[src/rtl/mem_wb_if.sv]
// mem_wb_if: bundles the MEM-stage request, data-memory response and writeback
// result signals of the MEM/WB stage.
//   master : upstream side, drives mem_* / flush / dmem_*, observes wb_* / stallreq
//   slave  : the mem_wb block itself
interface mem_wb_if;
  logic        mem_valid;
  logic        mem_wreg;
  logic [4:0]  mem_waddr;
  logic [31:0] mem_wdata;
  logic        mem_load;
  logic [2:0]  mem_ld_op;
  logic [1:0]  mem_addr_lo;
  logic        flush;
  logic        dmem_rvalid;
  logic [31:0] dmem_rdata;
  logic        wb_we;
  logic [4:0]  wb_waddr;
  logic [31:0] wb_wdata;
  logic        stallreq;
  logic        wb_adel;

  modport master (
    output mem_valid, mem_wreg, mem_waddr, mem_wdata, mem_load, mem_ld_op, mem_addr_lo,
    output flush, dmem_rvalid, dmem_rdata,
    input  wb_we, wb_waddr, wb_wdata, stallreq, wb_adel
  );

  modport slave (
    input  mem_valid, mem_wreg, mem_waddr, mem_wdata, mem_load, mem_ld_op, mem_addr_lo,
    input  flush, dmem_rvalid, dmem_rdata,
    output wb_we, wb_waddr, wb_wdata, stallreq, wb_adel
  );
endinterface

[src/rtl/mem_wb.sv]
// mem_wb: MEM/WB pipeline stage. Non-load results retire one cycle after being
// presented; loads park in WAIT until the data memory answers, then the loaded
// word is lane-extracted and written back. A flush during WAIT with the response
// still outstanding moves to DRAIN so the late response is swallowed.
// Ports:
//   clk  - clock, rising edge
//   rst  - asynchronous active-high reset
//   bus  - mem_wb_if.slave (MEM request, flush, dmem response, wb outputs, stallreq)
// Configuration: define MISALIGN_EXC_EN to turn misaligned LW/LH/LHU into a
// wb_adel pulse with no register write; otherwise wb_adel is tied 0.
module mem_wb (
  input  logic     clk,
  input  logic     rst,
  mem_wb_if.slave  bus
);

  localparam logic [2:0] OpLw  = 3'd0;
  localparam logic [2:0] OpLb  = 3'd1;
  localparam logic [2:0] OpLbu = 3'd2;
  localparam logic [2:0] OpLh  = 3'd3;
  localparam logic [2:0] OpLhu = 3'd4;

  typedef enum logic [1:0] {StIdle, StWait, StDrain} state_e;

  state_e      state_q, state_d;
  logic        wreg_q;
  logic [4:0]  waddr_q;
  logic [2:0]  ld_op_q;
  logic [1:0]  addr_lo_q;
  logic        capture;
  logic        we_q, we_d;
  logic [4:0]  wb_waddr_q, wb_waddr_d;
  logic [31:0] wb_wdata_q, wb_wdata_d;
  logic [7:0]  lane_b;
  logic [15:0] lane_h;
  logic [31:0] ld_data;

`ifdef MISALIGN_EXC_EN
  logic adel_q, adel_d;
  logic misal;
  assign misal = (((ld_op_q == OpLh) || (ld_op_q == OpLhu)) && addr_lo_q[0]) ||
                 ((ld_op_q == OpLw) && (addr_lo_q != 2'b00));
`endif

  // Big-endian lanes: addr_lo 0 selects the most significant byte.
  always_comb begin
    lane_b = 8'h00;
    unique case (addr_lo_q)
      2'd0: lane_b = bus.dmem_rdata[31:24];
      2'd1: lane_b = bus.dmem_rdata[23:16];
      2'd2: lane_b = bus.dmem_rdata[15:8];
      2'd3: lane_b = bus.dmem_rdata[7:0];
      default: lane_b = 8'h00;
    endcase
    lane_h = addr_lo_q[1] ? bus.dmem_rdata[15:0] : bus.dmem_rdata[31:16];
    case (ld_op_q)
      OpLw:    ld_data = bus.dmem_rdata;
      OpLb:    ld_data = {{24{lane_b[7]}}, lane_b};
      OpLbu:   ld_data = {24'h0, lane_b};
      OpLh:    ld_data = {{16{lane_h[15]}}, lane_h};
      OpLhu:   ld_data = {16'h0, lane_h};
      default: ld_data = 32'h0;
    endcase
  end

  // State and registered outputs.
  always_ff @(posedge clk or posedge rst) begin
    if (rst) begin
      state_q    <= StIdle;
      wreg_q     <= 1'b0;
      waddr_q    <= 5'd0;
      ld_op_q    <= 3'd0;
      addr_lo_q  <= 2'd0;
      we_q       <= 1'b0;
      wb_waddr_q <= 5'd0;
      wb_wdata_q <= 32'h0;
`ifdef MISALIGN_EXC_EN
      adel_q     <= 1'b0;
`endif
    end else begin
      state_q    <= state_d;
      we_q       <= we_d;
      wb_waddr_q <= wb_waddr_d;
      wb_wdata_q <= wb_wdata_d;
`ifdef MISALIGN_EXC_EN
      adel_q     <= adel_d;
`endif
      if (capture) begin
        wreg_q    <= bus.mem_wreg;
        waddr_q   <= bus.mem_waddr;
        ld_op_q   <= bus.mem_ld_op;
        addr_lo_q <= bus.mem_addr_lo;
      end
    end
  end

  // Next state.
  always_comb begin
    state_d = state_q;
    unique case (state_q)
      StIdle: begin
        if (bus.mem_valid && !bus.flush && bus.mem_load) state_d = StWait;
      end
      StWait: begin
        if (bus.flush)            state_d = bus.dmem_rvalid ? StIdle : StDrain;
        else if (bus.dmem_rvalid) state_d = StIdle;
      end
      StDrain: begin
        if (bus.dmem_rvalid) state_d = StIdle;
      end
      default: state_d = StIdle;
    endcase
  end

  // Outputs: capture strobe, next writeback values, stall request.
  always_comb begin
    capture    = 1'b0;
    we_d       = 1'b0;
    wb_waddr_d = wb_waddr_q;
    wb_wdata_d = wb_wdata_q;
`ifdef MISALIGN_EXC_EN
    adel_d     = 1'b0;
`endif
    unique case (state_q)
      StIdle: begin
        if (bus.mem_valid && !bus.flush) begin
          if (bus.mem_load) begin
            capture = 1'b1;
          end else begin
            we_d       = bus.mem_wreg;
            wb_waddr_d = bus.mem_waddr;
            wb_wdata_d = bus.mem_wdata;
          end
        end
      end
      StWait: begin
        if (bus.dmem_rvalid && !bus.flush) begin
`ifdef MISALIGN_EXC_EN
          if (misal) begin
            adel_d = 1'b1;
          end else begin
            we_d       = wreg_q;
            wb_waddr_d = waddr_q;
            wb_wdata_d = ld_data;
          end
`else
          we_d       = wreg_q;
          wb_waddr_d = waddr_q;
          wb_wdata_d = ld_data;
`endif
        end
      end
      default: ;
    endcase
  end

  assign bus.stallreq = (state_q != StIdle) && !bus.dmem_rvalid;
  assign bus.wb_we    = we_q;
  assign bus.wb_waddr = wb_waddr_q;
  assign bus.wb_wdata = wb_wdata_q;
`ifdef MISALIGN_EXC_EN
  assign bus.wb_adel  = adel_q;
`else
  assign bus.wb_adel  = 1'b0;
`endif

endmodule

[src/flat_wrapper.sv]
// flat-port wrapper written by rule: the top's interface ports become plain ports
module mem_wb_flat 
  (clk, rst, bus_mem_valid, bus_mem_wreg, bus_mem_waddr, bus_mem_wdata, bus_mem_load, bus_mem_ld_op, bus_mem_addr_lo, bus_flush, bus_dmem_rvalid, bus_dmem_rdata, bus_wb_we, bus_wb_waddr, bus_wb_wdata, bus_stallreq, bus_wb_adel);
  mem_wb_if bus_i ();
  input  logic clk;
  input  logic rst;
  input wire logic [$bits(bus_i.mem_valid)-1:0] bus_mem_valid;
  input wire logic [$bits(bus_i.mem_wreg)-1:0] bus_mem_wreg;
  input wire logic [$bits(bus_i.mem_waddr)-1:0] bus_mem_waddr;
  input wire logic [$bits(bus_i.mem_wdata)-1:0] bus_mem_wdata;
  input wire logic [$bits(bus_i.mem_load)-1:0] bus_mem_load;
  input wire logic [$bits(bus_i.mem_ld_op)-1:0] bus_mem_ld_op;
  input wire logic [$bits(bus_i.mem_addr_lo)-1:0] bus_mem_addr_lo;
  input wire logic [$bits(bus_i.flush)-1:0] bus_flush;
  input wire logic [$bits(bus_i.dmem_rvalid)-1:0] bus_dmem_rvalid;
  input wire logic [$bits(bus_i.dmem_rdata)-1:0] bus_dmem_rdata;
  output wire logic [$bits(bus_i.wb_we)-1:0] bus_wb_we;
  output wire logic [$bits(bus_i.wb_waddr)-1:0] bus_wb_waddr;
  output wire logic [$bits(bus_i.wb_wdata)-1:0] bus_wb_wdata;
  output wire logic [$bits(bus_i.stallreq)-1:0] bus_stallreq;
  output wire logic [$bits(bus_i.wb_adel)-1:0] bus_wb_adel;
  assign bus_i.mem_valid = bus_mem_valid;
  assign bus_i.mem_wreg = bus_mem_wreg;
  assign bus_i.mem_waddr = bus_mem_waddr;
  assign bus_i.mem_wdata = bus_mem_wdata;
  assign bus_i.mem_load = bus_mem_load;
  assign bus_i.mem_ld_op = bus_mem_ld_op;
  assign bus_i.mem_addr_lo = bus_mem_addr_lo;
  assign bus_i.flush = bus_flush;
  assign bus_i.dmem_rvalid = bus_dmem_rvalid;
  assign bus_i.dmem_rdata = bus_dmem_rdata;
  assign bus_wb_we = bus_i.wb_we;
  assign bus_wb_waddr = bus_i.wb_waddr;
  assign bus_wb_wdata = bus_i.wb_wdata;
  assign bus_stallreq = bus_i.stallreq;
  assign bus_wb_adel = bus_i.wb_adel;
  mem_wb u_core (.clk(clk), .rst(rst), .bus(bus_i));
endmodule
[config.mk]
export PLATFORM = sky130hd
export DESIGN_NAME = mem_wb_flat
export DESIGN_NICKNAME = d
export VERILOG_FILES = /design/src/rtl/mem_wb_if.sv /design/src/rtl/mem_wb.sv /design/src/flat_wrapper.sv
export SDC_FILE = /design/constraint.sdc
export NUM_CORES = 1
export LEC_CHECK = 0
export ABC_CLOCK_PERIOD_IN_PS = 4300
export BUFFER_PORTS_ARGS = -buffer_cell sky130_fd_sc_hd__buf_2
export CORE_ASPECT_RATIO = 0.9
export CORE_UTILIZATION = 52
export DETAILED_ROUTE_END_ITERATION = 7
export HOLD_SLACK_MARGIN = 0.1
export PLACE_DENSITY = 0.88
export SYNTH_ARGS = -nofsm -noshare
export SYNTH_HDL_FRONTEND = slang
export SYNTH_SLANG_ARGS = --single-unit
[constraint.sdc]
create_clock -name clk -period 4.3 [get_ports clk]
set_input_delay 1.075 -clock clk [delete_from_list [all_inputs] [get_ports clk]]
set_output_delay 1.075 -clock clk [all_outputs]
set_load 0.02 [all_outputs]
## Yosys cells after proc, flatten, opt, wreduce, memory -nomap -nowiden

Index checks and enable logic that the tools add are counted.

| storage, ports and cells | value |
|---|---|
| input port bits | 81 |
| bits in registers | 51 |
| output and inout bits | 40 |
| logic and storage cells | 56 |

| operators by class | value |
|---|---|
| equal/unequal tests | 13 |
| muxes and demuxes | 23 |
| reductions and logical operators | 12 |

Operators by type and width:

| kind | count |
|---|---|
| $pmux W32 S5 | 1 |
| $mux W32 | 3 |
| $pmux W32 S2 | 1 |
| $pmux W8 S4 | 1 |
| $mux W16 | 1 |
| $mux W5 | 3 |
| $pmux W5 S2 | 1 |
| $mux W2 | 4 |
| $eq A2 B2 Y1 const B | 3 |
| $eq A3 B2 Y1 const B | 2 |
| $mux W1 | 6 |
| $ne A2 B1 Y1 const B | 3 |
| $pmux W2 S3 | 1 |
| $eq A2 B1 Y1 const B | 2 |
| $logic_and A1 B1 Y1 | 4 |
| $logic_not A2 Y1 | 2 |
| $reduce_and A4 Y1 | 1 |
| $reduce_bool A2 Y1 | 2 |
| $eq A3 B1 Y1 const B | 1 |
| $eq A3 B3 Y1 const B | 1 |
| $logic_not A3 Y1 | 1 |
| $logic_not A1 Y1 | 2 |
| $ne A2 B2 Y1 const B | 1 |
| $pmux W1 S2 | 1 |

## Longest topological paths before layout

Gate-level depths: netlist of run 1.

| logic depth | value |
|---|---|
| depth after elaboration | 5 |
| mapped depth | 7 |
| depth with buffers taken out | 4 |

## Worst setup path before layout of run 1

OpenSTA, ideal clock, no wires.

| timing path | value |
|---|---|
| kind | input to register |
| start | input bus_mem_load |
| end | register u_core.wb_wdata_q[20] (netlist: u_core.bus.wb_wdata[20]) |
| required time | 4211 ps |
| path buffers | 2 |
| arrival time | 2537 ps |
| slack | 1674 ps |
| stages on the path | 6 |
| cell sequence | or3b_1 a211o_1 or3b_1 buf_2 buf_6 o221ai_2 |

| between the ends | value |
|---|---|
| word-level cells in the longest chain between the ends | 2 |

Ends and longest elaborated chain:

| element | line | RTL |
|---|---|---|
| start: declaration | flat_wrapper.sv:11 | `input wire logic [$bits(bus_i.mem_load)-1:0] bus_mem_load;` |
| $ne A2 B2 Y1 (no line) | n/a |  |
| $reduce_and A4 Y1 (no line) | n/a |  |
| end signal: assignment | mem_wb.sv:84 | `wb_wdata_q <= wb_wdata_d;` |
| end: declaration | mem_wb.sv:33 | `logic [31:0] wb_wdata_q, wb_wdata_d;` |

No other way between the ends.
A chain may end at the register's enable or synchronous reset.

## Final worst setup path of run 1

| timing path | value |
|---|---|
| start | input bus_mem_load |
| end | register u_core.wb_wdata_q[14] (netlist: u_core.bus.wb_wdata[14]) |

The elaborated chain is that of the path after synthesis.

==> reports/qor.yml, run 1 <==
setup_path:
  ff2ff_path_depth: 4
  worst_setup_path_end_kind: "register"
  crit_end: "u_core.bus.wb_wdata[14]"
  required_ns: 4.50
  critPathArrivalTime_ns: 2.78
  start_kind: "primary input"
  cp_max_fo: 32
  crit_type: "primary input to register"
  rr_endpoint: "u_core.bus.wb_wdata[12]"
  r2r_slack_ns: 1.80
  r2r_start: "u_core.ld_op_q[1]"
  cp-startpoint: "bus_mem_load"
cells_and_area:
  syn2layout_area_growth_pct: 22.3
  drive_gt1_frac: 0.425
  fin_nets: 454
  finish.utilization: 0.666
  seq_area_mm2: 0.00128
  multiInputGateArea_mm2: 0.00149
  fillers: 449
  fin_area_mm2: 0.00354
  antenna_cells: 0
sta:
  finalSetupViolations: 0
  min_period_over_period: 0.598
  setup_ws_ns: 1.73
  fin_hold_ws_ns: 0.484
  rsz0062_at_grt: "no"
  finalHoldViolations: 0
  setup_tns_ns: 0
  max_freq_mhz: 389
  slew_headroom: 0.209
  maxSlewViolCount: 0
  tightestPinTransition_ns: 1.19
  clock_skew_ns: 0.0105
  min_period_ns: 2.57
floorplan:
  fp.dieW_um: 80.7
  ioPinCount: 121
  initial_utilization: 0.544
  fp.dieArea_mm2: 0.00587
  rows: 25
  core_mm2: 0.00532
  die_h_um: 72.8
placed_design:
  placed_area_mm2: 0.00346
  io_buffers: 119
  place_congestion: 0.872
  pre_cts_ws_ns: 1.41
  post-dp-hpwl_mm: 5.85
global_routing:
  gr-total-overflow: 0
  grt_use_total: 0.295
  grt_pass1_vias: 2561
  grt_max_degree: 75
  grt_pass1_wl_mm: 12.9
  antenna_found_initial: 0
power:
  power.leakage_nw: 1.69
  vdd_ir_drop_max_uv: 211
  power_density_mw_per_mm2: 470
synthesis:
  synth_area_leader_cell: "dfrtp_1"
  yosysSeqAreaShare: 0.441
  synth_cells: 274
  ys_top_cells_by_area: "dfrtp_1 (44%), nand2_1 (7.3%), mux4_2 (7.0%)"
  yosys.area.top_type_share: 0.441
  mappedNetlistArea_mm2: 0.00290
  yosys_warnings: 0
  ys_ff_latch: 51
  synth-edff-count: 0
  syn-num-nets: 355
  yosys_most_used_dff: "dfrtp_1"
  synth.distinct_cells: 34
  syn_avg_cell_area_um2: 10.6
  async_flop_share: 1.00
min_path:
  hold_path_startpoint: "u_core.bus.wb_waddr[3]"
  min_path_type: "register to register"
detailed_routing:
  firstDrtPassIters: 8
  drc: 0
  drt-vias-per-instance: 6.36
  wl_per_cell_um: 18.9
  num_vias: 2806
  drtIter0Drc: 388
  wirelength_mm: 8.34
  antenna_left: 0
clock_tree:
  cts_buffer_depth: 2
  clk_pin_slew_ns: 0.08
  cts_inserted_buffers: 5
  cts.sinks: 51
  cts_setup_buffers: 0
  root_buffer: "clkbuf_8"
  htree_levels: 2
  cts.repair.resized: 0
  clock_latency_ns: 0.30
  cts_hold_buf: 0
  cts_tree: "built"
run:
  max-cap-violations: 0
run_status:
  outcome: "finished clean"
[registers in the layout, summed over array words and instances, names as in the netlist]
name                 cells
u_core.bus.wb_we         1
u_core.ld_op_q           3
u_core.addr_lo_q         2
u_core.state_q           2
u_core.bus.wb_waddr      5
u_core.waddr_q           5
u_core.bus.wb_wdata     32
u_core.wreg_q            1
[synth_stat cells, types with 2 or more instances]
master    number
o31ai_1        2
nand2_1       56
o22ai_1        8
mux2i_1        5
o21ai_1        5
a211o_1        2
mux4_2         9
nand3b_1       3
a21oi_1       10
a22oi_1       16
o221ai_1      14
dfrtp_1       51
nor2b_1       10
buf_6          3
clkbuf_1      20
o221ai_2      10
mux2_1         2
buf_1          2
a222oi_1       8
buf_2          3
nand2b_1       2
nor2_1         4
mux2_2         9
or3b_1         3
a221oi_1       8
[worst min path at each step]
stage	end	depth (start not counted)	slack, ns
floorplan	u_core.wreg_q	1	0.46
global placement	u_core.bus.wb_waddr[3]	2	0.46
detailed placement	u_core.bus.wb_wdata[31]	2	0.47
CTS	u_core.bus.wb_waddr[3]	2	0.49
global route	u_core.bus.wb_wdata[11]	2	0.52
finish	u_core.bus.wb_waddr[3]	2	0.48
[cell usage in the layout, fill, tap and decap left out, types with 3 or more instances in the layout]
| cell type | instances |
|---|---|
| o221ai_2 | 10 |
| dfrtp_1 | 51 |
| o22ai_1 | 8 |
| o221ai_1 | 14 |
| buf_2 | 119 |
| nand2_1 | 56 |
| clkbuf_8 | 5 |
| a21oi_1 | 10 |
| a221oi_1 | 8 |
| mux2i_1 | 5 |
| mux2_2 | 9 |
| a222oi_1 | 8 |
| a22oi_1 | 16 |
| mux4_2 | 9 |
| or3b_1 | 3 |
| nand3b_1 | 3 |
| nor2b_1 | 10 |
| o21ai_1 | 5 |
| nor2_1 | 4 |
[per-layer routing]
layer / up-vias / share of wire / routed length [µm] / track usage
li1: 1248 / - / - / -
met1: 1339 / 0.40 / 3350 / 0.412
met2: 190 / 0.48 / 4030 / 0.466
met3: 29 / 0.086 / 716 / 0.0513
met4: 0 / 0.029 / 242 / 0.0992
met5: - / 0 / 0 / 0
[kinds of logic (layout without fill, tap and decap cells)]
group,Yosys count,in the layout,synth area share
AOI/OAI and AO/OA,84,84,0.244
other,1,1,0.00130
xor gates and xnor gates,1,1,0.00303
and+or+nand+nor,82,82,0.132
DFF,51,51,0.441
muxes,25,25,0.130
buffers and inverters,30,130,0.0493
[per-stage QoR]
stage,cells,power [mW]
after CTS,441,1.66
after floorplan,274,1.17
final,441,1.67
after global routing,441,1.76
after detailed placement,433,1.40
after global placement,433,1.37
[power by group]
part	switching, mW	internal [mW]	total [mW]
sequential	0.0960	0.595	0.691
combinational	0.415	0.291	0.705
clock	0.155	0.115	0.269
[area by class of cell]
type,instances,share of cell area
multi-input cells,193,0.419
inverters,1,0.00106
clock buffers,7,0.0216
clock inverters,1,0.00141
well taps,67,0.0237
flip-flops and latches,51,0.360
repair buffers,121,0.172
[critical path, stage by stage]
cell	delay [ns]
buf_2	0.11
or3b_1	0.34
a211o_2	0.34
or3b_1	0.37
buf_4	0.27
o221ai_1	0.25
(Power assumes the default switching activity.)
==> inputs of run 2 (changes only) <==
ABC_AREA = 1   (was not set)
ABC_CLOCK_PERIOD_IN_PS = 2600   (was 4300)
CORE_UTILIZATION = 50   (was 52)
PLACE_DENSITY = 0.83   (was 0.88)
clock period = 2.6 ns   (was 4.3 ns; I/O delays follow)
==> run 2 against run 1 <==
Net effect: worst hold slack lost 0.093 ns; final cell count grew 48%; global-route usage shrank 2.4 points; area after synthesis grew 12%; clock power grew 76%; sequential cell count is the same; synthesized cell count grew 69%; die area grew 16%; first-iteration DRC count shrank 39%; cell area grew 9.8%; critical path type is now register to register; largest power group is now registers; highest routed layer unchanged.
==> reports/qor.yml, run 2 <==
power:
  intPower_mw: 1.57  # +57%
  p_comb_frac: 0.401  # -0.023
  power_frac_clock: 0.178  # +0.016
  power.leakage_nw: 2.12  # +25%
  power_density_mw_per_mm2: 683  # +45%
  vdd_ir_drop_max_uv: 402  # +90%
  total_power_mw: 2.65  # +59%
  p_sw_mw: 1.08  # +62%
  power_frac_seq: 0.421  # +0.006
  swShare: 0.407  # +0.00747
clock_tree:
  cts_setup_buffers: 0  # unchanged
  cts_tree: "built"
  htree_levels: 2  # unchanged
  cts.repair.resized: 0  # unchanged
  cts.sinks: 51  # unchanged
  clock_latency_ns: 0.30  # about the same
  clk_pin_slew_ns: 0.09  # about the same
  cts_buffer_depth: 2  # unchanged
  cts_hold_buf: 0  # unchanged
  cts_inserted_buffers: 5  # unchanged
  root_buffer: "clkbuf_8"
setup_path:
  cp_max_fo: 17  # -47%
  worst_setup_path_end_kind: "register"
  start_kind: "register"
  required_ns: 2.83  # -1.67 ns
  crit_type: "register to register"
  critPathArrivalTime_ns: 2.22  # -0.56 ns
detailed_routing:
  m1WireLength_mm: 4.00  # +19%
  drt-vias-per-instance: 5.14  # -19%
  topRoutingLayerUsed: "met4"
  num_vias: 3359  # +20%
  antenna_left: 0  # unchanged
  wirelength_mm: 8.81  # +5.7%
  drtIter0Drc: 235  # -39%
  firstDrtPassIters: 4  # -4
  dr_wl_met2_mm: 4.06  # +0.75%
  drc: 0  # unchanged
  wl_met3_um: 556  # -22%
  wl_per_cell_um: 13.5  # -29%
synthesis:
  ys_top_cells_by_area: "dfrtp_1 (39%), nand2_1 (16%), a21oi_1 (12%)"
  synth.distinct_cells: 23  # -32%
  synth_area_leader_cell: "dfrtp_1"
  yosysSeqAreaShare: 0.395  # -0.0461
  mappedNetlistArea_mm2: 0.00323  # +12%
  async_flop_share: 1.00  # unchanged
  synth_cells: 464  # +69%
  syn_avg_cell_area_um2: 6.97  # -34%
  syn-num-nets: 545  # +54%
  yosys_warnings: 0  # unchanged
  yosys_most_used_dff: "dfrtp_1"
  ys_ff_latch: 51  # unchanged
  yosysMostFrequentCell: "nand2_1"
  netlist_top_cells_count: "nand2_1 (138), a21oi_1 (76), nor2_1 (54), dfrtp_1 (51), inv_1 (37)"
  yosys.area.top_type_share: 0.395  # -0.0461
  synth-edff-count: 0  # unchanged
global_routing:
  grt_use_total: 0.270  # -0.0242
  antenna_found_initial: 1  # +1
  grt_pass1_vias: 3101  # +21%
  gr-total-overflow: 0  # unchanged
  grt_max_degree: 43  # -43%
  grt_pass1_wl_mm: 14.3  # +10%
floorplan:
  rows: 27  # +8.0%
  die_h_um: 78.3  # +7.5%
  core_mm2: 0.00618  # +16%
  initial_utilization: 0.523  # -0.0215
  ioPinCount: 121  # unchanged
  fp.dieArea_mm2: 0.00679  # +16%
  fp.dieW_um: 86.8  # +7.6%
cells_and_area:
  largest_reg_flops: 32  # unchanged
  finish.utilization: 0.629  # -0.0373
  fin_nets: 647  # +43%
  syn2layout_area_growth_pct: 20.2
  final_cell_mix: "nand2_1 (138), buf_2 (119), a21oi_1 (76), nor2_1 (54), dfrtp_1 (51)"
  antenna_cells: 0  # unchanged
  layout_commonest_cell: "nand2_1"
  drive_gt1_frac: 0.295  # -0.130
sta:
  rsz0062_at_grt: "no"
  maxSlewViolCount: 0  # unchanged
  tightestPinTransition_ns: 0.661  # -0.525 ns
  min_period_ns: 1.99
  clock_skew_ns: 0.00649  # -0.00399 ns
  min_period_over_period: 0.765
  finalSetupViolations: 0  # unchanged
  setup_tns_ns: 0  # unchanged
  max_freq_mhz: 503
  finalHoldViolations: 0  # unchanged
  slew_headroom: 0.559  # +0.349
placed_design:
  place_congestion: 0.926  # +6.2%
  io_buffers: 119  # unchanged
  post-dp-hpwl_mm: 6.44  # +10%
run:
  max-cap-violations: 0  # unchanged
min_path:
  min_path_type: "primary input to async pin"
run_status:
  outcome: "finished clean"
==> run 2: cell count changes in the layout (fill, tap and decap cells not counted), sizes merged, moves of 6 or more <==
cell    previous run  this run
a21oi             10        78
a221oi             8         0
a222oi             8         0
a22oi             16         0
inv                1        45
mux2              11         5
mux4               9         0
nand2             56       143
nand3              0        49
nor2               4        57
nor2b             10         0
o221ai            24         0
o22ai              8         1
==> run 2: per-layer routing <==
layer  vias to the layer above  track usage
met5                         -            0
met4                         0       0.0883
met3                        18       0.0526
met2                       127        0.450
met1                      1533        0.354
li1                       1681            -
==> run 2: final timing paths <==
check,startpoint,cells after the start,to,slack [ns]
min,rst,2,u_core.bus.wb_waddr[0],0.39
max reg2reg,u_core.addr_lo_q[1],6,u_core.bus.wb_wdata[26],0.61
max in group asynchronous,rst,3,u_core.bus.wb_wdata[24],1.67
min reg2reg,u_core.wreg_q,2,u_core.wreg_q,0.50
max,u_core.addr_lo_q[1],6,u_core.bus.wb_wdata[26],0.61
min in group clk,u_core.wreg_q,2,u_core.wreg_q,0.50
==> run 2: critical path, cell delays in order, from the launching register on <==
cell	delay (ns)
dfrtp_1	0.75
nand2_1	0.21
nand2_2	0.14
nand3_2	0.36
nand3_1	0.23
nand2_1	0.07
a21oi_1	0.15
==> run 2: power groups by stage <==
| stage | sequential (mW) | clock (mW) | combinational (mW) |
|---|---|---|---|
| 2_1_floorplan | 1.29 | 0 | 0.575 |
| 3_3_place_gp | 1.12 | 0 | 1.04 |
| 3_5_place_dp | 1.13 | 0 | 1.06 |
| 4_1_cts | 1.11 | 0.491 | 1.07 |
| 5_1_grt | 1.14 | 0.517 | 1.19 |
| 6_report | 1.12 | 0.473 | 1.06 |
==> run 2: through the flow <==
step	hold slack, ns	std cells	area (µm²)	setup WS, ns
after floorplan	0.453	464	3230	0.720
after global placement	0.472	646	3790	0.743
after detailed placement	0.478	646	3790	0.682
after CTS	0.400	653	3890	0.653
after global routing	0.426	653	3890	0.430
final	0.392	653	3890	0.611
==> run 2: logic make-up after synthesis <==
group | share of synthesized area
and+or+nand+nor | 0.340
AOI/OAI and AO/OA | 0.140
buffers and inverters | 0.107
DFF | 0.395
muxes | 0.0174
other | 0.00116
==> run 2: final cells by class <==
cell class                 count  area [µm²]
timing repair buffer         122         631
clock buffer                   6        82.6
tap                           87         109
sequential                    51        1280
fill                         593        2300
inverter                      44         168
multi-input combinational    342        1610
clock inverter                 1        8.76
